**src/rtl/riscv_pkg.sv**
```systemverilog
// Shared branch-resolution definitions: RV32 branch funct3 encodings and the
// redirect FSM state type.
package riscv_pkg;

    localparam logic [2:0] F3_BEQ  = 3'b000;
    localparam logic [2:0] F3_BNE  = 3'b001;
    localparam logic [2:0] F3_BLT  = 3'b100;
    localparam logic [2:0] F3_BGE  = 3'b101;
    localparam logic [2:0] F3_BLTU = 3'b110;
    localparam logic [2:0] F3_BGEU = 3'b111;

    typedef enum logic [1:0] {
        IDLE     = 2'd0,
        REDIRECT = 2'd1,
        SHADOW   = 2'd2
    } br_state_t;

endpackage

```
**src/rtl/branch_cmp.sv**
```systemverilog
// Combinational RV32 branch condition evaluator: decides taken/not-taken from
// the two operands and funct3, flagging the reserved encodings 010/011.
module branch_cmp
    import riscv_pkg::*;
#(
    parameter int XLEN = 32
) (
    input  logic [XLEN-1:0] rs1,
    input  logic [XLEN-1:0] rs2,
    input  logic [2:0]      funct3,
    output logic            taken,
    output logic            illegal
);

    logic signed [XLEN-1:0] rs1_s;
    logic signed [XLEN-1:0] rs2_s;

    assign rs1_s = rs1;
    assign rs2_s = rs2;

    always_comb begin
        taken   = 1'b0;
        illegal = 1'b0;
        case (funct3)
            F3_BEQ:  taken = (rs1 == rs2);
            F3_BNE:  taken = (rs1 != rs2);
            F3_BLT:  taken = (rs1_s < rs2_s);
            F3_BGE:  taken = (rs1_s >= rs2_s);
            F3_BLTU: taken = (rs1 < rs2);
            F3_BGEU: taken = (rs1 >= rs2);
            default: illegal = 1'b1;
        endcase
    end

endmodule

```
**src/rtl/branch_resolve_unit.sv**
```systemverilog
// EX-stage branch/jump resolver: registers a one-cycle redirect pulse with its
// target, then blanks resolution while the wrong-path shadow is flushed.
module branch_resolve_unit
    import riscv_pkg::*;
#(
    parameter int XLEN          = 32,
    parameter int SHADOW_CYCLES = 1,
    parameter int CNT_W         = 16
) (
    input  logic             clk,
    input  logic             rst_n,
    input  logic             ex_valid,
    input  logic             ex_stall,
    input  logic             is_branch,
    input  logic             is_jal,
    input  logic             is_jalr,
    input  logic [2:0]       funct3,
    input  logic [XLEN-1:0]  rs1_data,
    input  logic [XLEN-1:0]  rs2_data,
    input  logic [XLEN-1:0]  pc,
    input  logic [XLEN-1:0]  imm,
    output logic             branch,
    output logic [XLEN-1:0]  branch_target,
    output logic             busy,
    output logic             illegal_br,
    output logic [CNT_W-1:0] redirect_count
);

    localparam int SC_W = (SHADOW_CYCLES < 2) ? 1 : $clog2(SHADOW_CYCLES + 1);
    localparam logic [SC_W-1:0] SHADOW_LOAD = SC_W'(SHADOW_CYCLES);

    br_state_t        state_q;
    br_state_t        state_d;
    logic [SC_W-1:0]  shadow_cnt;

    logic             cmp_taken;
    logic             cmp_illegal;
    logic             resolve;
    logic             taken;
    logic             illegal_hit;
    logic             launch;
    logic [XLEN-1:0]  pc_target;
    logic [XLEN-1:0]  jalr_sum;
    logic [XLEN-1:0]  next_target;

    branch_cmp #(.XLEN(XLEN)) u_cmp (
        .rs1     (rs1_data),
        .rs2     (rs2_data),
        .funct3  (funct3),
        .taken   (cmp_taken),
        .illegal (cmp_illegal)
    );

    assign resolve = (state_q == IDLE) && ex_valid && !ex_stall;

    // Jumps dominate a simultaneously flagged conditional branch, so a reserved
    // funct3 only counts as illegal when the instruction is a plain branch.
    assign taken       = is_jalr || is_jal || (is_branch && cmp_taken);
    assign illegal_hit = resolve && !is_jalr && !is_jal && is_branch && cmp_illegal;
    assign launch      = resolve && taken;

    assign pc_target   = pc + imm;
    assign jalr_sum    = rs1_data + imm;
    assign next_target = is_jalr ? (jalr_sum & {{(XLEN-1){1'b1}}, 1'b0}) : pc_target;

    assign busy = (state_q != IDLE);

    always_comb begin
        state_d = state_q;
        case (state_q)
            IDLE:     if (launch) state_d = REDIRECT;
            REDIRECT: state_d = SHADOW;
            SHADOW:   if (!ex_stall && (shadow_cnt == SC_W'(1))) state_d = IDLE;
            default:  state_d = IDLE;
        endcase
    end

    always_ff @(posedge clk or negedge rst_n) begin
        if (!rst_n) state_q <= IDLE;
        else        state_q <= state_d;
    end

    // Shadow counter: armed while the redirect pulse is out, drained by unstalled cycles.
    always_ff @(posedge clk or negedge rst_n) begin
        if (!rst_n) begin
            shadow_cnt <= '0;
        end else if (state_q == REDIRECT) begin
            shadow_cnt <= SHADOW_LOAD;
        end else if ((state_q == SHADOW) && !ex_stall && (shadow_cnt != '0)) begin
            shadow_cnt <= shadow_cnt - SC_W'(1);
        end
    end

    always_ff @(posedge clk or negedge rst_n) begin
        if (!rst_n) begin
            branch         <= 1'b0;
            branch_target  <= '0;
            illegal_br     <= 1'b0;
            redirect_count <= '0;
        end else begin
            branch     <= launch;
            illegal_br <= illegal_hit;
            if (launch) begin
                branch_target <= next_target;
                if (redirect_count != {CNT_W{1'b1}})
                    redirect_count <= redirect_count + CNT_W'(1);
            end
        end
    end

endmodule

```
**config.mk**
```make
export PLATFORM = sky130hd
export DESIGN_NAME = branch_resolve_unit
export DESIGN_NICKNAME = d
export VERILOG_FILES = /design/src/rtl/riscv_pkg.sv /design/src/rtl/branch_cmp.sv /design/src/rtl/branch_resolve_unit.sv
export SDC_FILE = /design/constraint.sdc
export NUM_CORES = 1
export LEC_CHECK = 0
export ABC_AREA = 1
export ABC_CLOCK_PERIOD_IN_PS = 2500
export CORE_UTILIZATION = 51
export CTS_CLUSTER_DIAMETER = 30
export DETAILED_ROUTE_END_ITERATION = 12
export GPL_ROUTABILITY_DRIVEN = 0
export PLACE_DENSITY = 0.81
export SLEW_MARGIN = 30
export SYNTH_ARGS = -nofsm -noshare
export SYNTH_HDL_FRONTEND = slang
export SYNTH_SLANG_ARGS = --single-unit
```
**constraint.sdc**
```tcl
create_clock -name clk -period 2.5 [get_ports clk]
set_clock_uncertainty 0.05 [all_clocks]
set_input_delay 0.5 -clock clk [delete_from_list [all_inputs] [get_ports clk]]
set_output_delay 0.5 -clock clk [all_outputs]
set_load 0.01 [all_outputs]
```
==> results of run 1 <==
## metrics by stage
stage | worst slack, ns | util | area (sq um)
2_1_floorplan | 0.0377 | - | 7190
3_3_place_gp | -0.584 | 0.786 | 10900
3_5_place_dp | -0.723 | 0.786 | 10900
4_1_cts | -0.0238 | 0.866 | 12000
## routing by layer
metal / overflow / track usage
met4: 36 / 0.839
met5: 0 / 0.206
met2: 42 / 0.959
met1: 2 / 0.727
met3: 0 / 0.578
## logic make-up after synthesis
| kind of cell | Yosys count | share of synthesized area |
|---|---|---|
| multiplexers | 3 | 0.00417 |
| XOR/XNOR | 35 | 0.0426 |
| buffers and inverters | 167 | 0.0924 |
| AO/OA/AOI/OAI | 244 | 0.186 |
| adder cells (fa/ha/maj) | 96 | 0.169 |
| AND/OR/NAND/NOR | 545 | 0.322 |
| flip-flops | 53 | 0.184 |
## timing repair
item / in CTS
gates cloned: 4
setup endpoints to repair: 50
buffers inserted: 5
gates resized for setup: 282
pin swaps: 55
==> reports/results.tsv, run 1 <==
metric	value	unit
port bufs	188	
total clock buffers created by CTS	5	
Die Y	121	microns
Seq/Total Area, Yosys	0.184	
clk root buf	clkbuf_16	
Synth cell types	44	
ys flop type	dfrtp_1	
GRT worst endpoint	branch_target[3]$_DFFE_PN0P_/D	
hold buffers post-CTS	0	
syn_nets	1377	
Global Route Usage Sum	0.761	
Async SR Flop Fraction	1.00	
initial core utilization	0.520	
CTS H-tree depth	2	
leading post-synthesis cells by cell area	dfrtp_1 (18%), nand2_1 (16%), ha_1 (16%), a21oi_1 (8.1%), inv_1 (7.6%)	
Synth Cell Area	7190	sq um
Synth top area share	0.184	
largest net degree at the start of global routing	29	
most numerous cell in the Yosys netlist	nand2_1	
Ys Warns	0	
Die W	121	microns
CTS sink cnt	53	
WEP type	register input	
Rows	43	
Seq cells post-synth	53	
synth cell count leaders	nand2_1 (316), inv_1 (146), a21oi_1 (116)	
cell count after synthesis	1143	
total gr overflow	80	
# IOs	189	
Bufs on Longest Clock Path	2	
Stopped at	global routing	
number of synthesized flops with an enable pin	0	
placed cells	1708	
run status	aborted with a tool error	
Final HPWL DP	21600	microns
Synth area leader	dfrtp_1	
Error	[ERROR GRT-0232] Routing congestion too high. Check the congestion heatmap in the GUI.	
syn avg cell area	6.29	sq um
==> run 2, diff against run 1 <==
--- a/config.mk
+++ b/config.mk
@@ -7,11 +7,10 @@
 export LEC_CHECK = 0
 export ABC_AREA = 1
 export ABC_CLOCK_PERIOD_IN_PS = 2500
-export CORE_UTILIZATION = 51
-export CTS_CLUSTER_DIAMETER = 30
+export CORE_UTILIZATION = 39
 export DETAILED_ROUTE_END_ITERATION = 12
 export GPL_ROUTABILITY_DRIVEN = 0
-export PLACE_DENSITY = 0.81
+export PLACE_DENSITY_LB_ADDON = 0.15
 export SLEW_MARGIN = 30
 export SYNTH_ARGS = -nofsm -noshare
 export SYNTH_HDL_FRONTEND = slang
==> run 2 against run 1 <==
Against the previous run:
- area after synthesis unchanged
- the run now ends clean
- synthesized cell count stayed put
==> reports/results.tsv, run 2 <==
metric	value	unit	change
Synth cell types	44		unchanged
Worst Max-Slew Pin Slew	0.689	ns	
endpoint type of the worst setup path	register		
number of global-route vias before repair	9009		
Die Y	138	microns	was 121 microns
pre-CTS WS	-0.668	ns	was -0.723 ns
Largest regs	branch_target: 32 flops, redirect_count: 16 flops, state_q: 2 flops		
Ys Warns	0		unchanged
Vias/cell	5.31		
crit path max fanout	8		
CTS tree	done		
clk slew on worst S/H paths	0.07	ns	
Period minus WS final	2.49	ns	
Core ar.	18000	sq um	
Combinational Power Share	0.644		
largest net degree at the start of global routing	33		
Flop pwr share	0.240		
Clk pwr share	0.115		
leading post-synthesis cells by cell area	dfrtp_1 (18%), nand2_1 (16%), ha_1 (16%), a21oi_1 (8.1%), inv_1 (7.6%)		unchanged
power density over the cells	440	nW/um^2	
most common cell after layout, fill and taps aside	nand2_1		
Worst setup SP type	primary input		
crit-path cells	clkdlybuf4s15_1 -> ha_4 -> nand2_2 -> nor2_4 -> nand2_4 -> nor2_4 -> nand2_4 -> nand4_1 -> nand2_1 -> clkinv_2 -> nand2_2 -> nor2_1 -> nand3_1 -> nand2_2 -> nand2_4 -> nand2_8 -> buf_12 -> clkinv_8 -> nand2_4 -> nand2_2		
drt pass-1 iters	5		
Met1 Wirelength	12300	microns	
Final Cell Area	13200	sq um	
syn_nets	1377		unchanged
# fillers	1387		
r2r setup slk	0.20	ns	
critical path arrival	2.62	ns	
Bufs on Longest Clock Path	2		unchanged
clk root buf	clkbuf_16		unchanged
initial antenna violation count	0		
Seq/Total Area, Yosys	0.184		unchanged
Starting DRT DRC Count	585		
Area growth, synth to finish	83.7	%	
Worst Path Required	2.63	ns	
max-slew violations	0		
number of synthesized flops with an enable pin	0		unchanged
total gr overflow	0		
Final HPWL DP	21600	microns	about the same
Final nets	1818		
layout cells sized above 1	0.405		
Final Util	0.733		
ys flop type	dfrtp_1		unchanged
synth cell count leaders	nand2_1 (316), inv_1 (146), a21oi_1 (116)		unchanged
Post-route DRC	0		
Worst Setup Slack, final	0.0119	ns	
vias post-DR	9637		
worst vdd ir	769	uV	
Seq cells post-synth	53		unchanged
Synth area leader	dfrtp_1		unchanged
port bufs	188		unchanged
global-route wire length before repair	43100	microns	
Hold WC Path Type	in2async		
CTS H-tree depth	2		unchanged
CP startpoint	rs1_data[29]		
# IOs	189		unchanged
placed cell areas	11100	sq um	was 10900 sq um
top layer in use	met4		
Global Route Usage Sum	0.289		
most frequent cells in the layout	nand2_1 (259), buf_4 (246), inv_1 (114)		
cell count after synthesis	1143		unchanged
RSZ-0062 raised after global routing	true		
initial core utilization	0.399		was 0.520
Async SR Flop Fraction	1.00		unchanged
final setup fails	0		
Synth Cell Area	7190	sq um	unchanged
wire length on met3	1840	microns	
internal power	0.00347	W	
max_slew headroom	0.541		
Die W	138	microns	was 121 microns
most numerous cell in the Yosys netlist	nand2_1		unchanged
r2r startpoint	redirect_count[0]$_DFFE_PN0P_		
Final Cycle Share	0.995		
Die ar.	19000	sq um	
Slowest Stage Delay on Critical Path	0.30	ns	
CP Class	in2reg		
run status	finished, final reports clean		was aborted with a tool error
Slowest-stage cell, CP	ha_4		
Final Hold Viols	0		
Largest register FFs	32		
Met2 Wirelength	14600	microns	
syn avg cell area	6.29	sq um	unchanged
# Max-Cap Violations	0		
WL final	29700	microns	
clk_lat worst skew	0.29	ns	
CTS sink cnt	53		unchanged
Routed Antenna Nets	0		
Power Total	0.00582	W	
NetSw	0.00235	W	
# diodes	0		
total clock buffers created by CTS	5		unchanged
Biggest register	branch_target		
switching share of power	0.403		
Max Fclk	402	MHz	
Avg WL per Cell	16.4	microns	
Synth top area share	0.184		unchanged
Rows	49		was 43
leakage power	6.44	nW	
run 2: cell counts after synthesis:
Identical to the previous run, type by type.
run 2: power groups by stage:
stage	logic [W]	clock network [W]	registers, W
detailed placement	0.00307	0	0.00142
global placement	0.00302	0	0.00141
global route	0.00407	0.000710	0.00143
floorplan	0.00124	0	0.00150
CTS	0.00332	0.000685	0.00140
finish	0.00375	0.000672	0.00140
run 2: layout make-up:
type	count	area, sq um	area share
clock inverter	1	7.51	0.000568
clock buffer	7	133	0.0100
timing repair inverter	2	27.5	0.00208
multi-input combinational	923	7010	0.530
tap	229	287	0.0217
inverter	149	576	0.0436
sequential	53	1330	0.100
timing repair buffer	450	3850	0.291
run 2: cells by family after synthesis:
group                    after synthesis  share of synthesized area
buffers and inverters                167                     0.0924
AO/OA/AOI/OAI                        244                      0.186
XOR/XNOR                              35                     0.0426
AND/OR/NAND/NOR                      545                      0.322
adder cells (fa/ha/maj)               96                      0.169
multiplexers                           3                    0.00417
flip-flops                            53                      0.184
run 2: metrics by stage:
stage | TNS [ns] | hold slack (ns) | instances
CTS | -0.0908 | 0.218 | 1803
detailed placement | -30.50 | 0.415 | 1781
global placement | -27.89 | 0.413 | 1781
floorplan | 0 | 0.154 | 1143
global route | -1.55 | 0.248 | 1814
finish | 0 | 0.195 | 1814
run 2: critical path, delay by kind of cell:
| kind | cells | cell delay (ns) |
|---|---|---|
| buffers and inverters | 4 | 0.52 |
| and+or+nand+nor | 15 | 1.29 |
| adders and majority gates | 1 | 0.30 |
run 2: what timing repair did:
| action | in CTS | in global routing |
|---|---|---|
| gates cloned | 2 | 3 |
| hold buffers | 0 | 0 |
| endpoints found under the setup margin | 50 | 50 |
| setup buffers | 12 | 8 |
| gates resized for setup | 270 | 364 |
| pin swaps | 50 | 98 |
run 2: path summary, 6_finish.rpt:
kind	to	depth (start not counted)
min in group clk	branch_target[22]$_DFFE_PN0P_	2
setup / recovery	branch_target[11]$_DFFE_PN0P_	20
max in group asynchronous	branch_target[18]$_DFFE_PN0P_	2
hold / removal	branch_target[5]$_DFFE_PN0P_	1
hold reg to reg	branch_target[22]$_DFFE_PN0P_	2
setup reg to reg	redirect_count[9]$_DFFE_PN0P_	8
run 2: layer usage:
metal	up-vias	track usage
li1	4708	-
met1	4495	0.375
met2	356	0.502
met3	78	0.0243
met4	0	0.0918
met5	-	0
No activity file was read; power rests on OpenSTA's default activity.
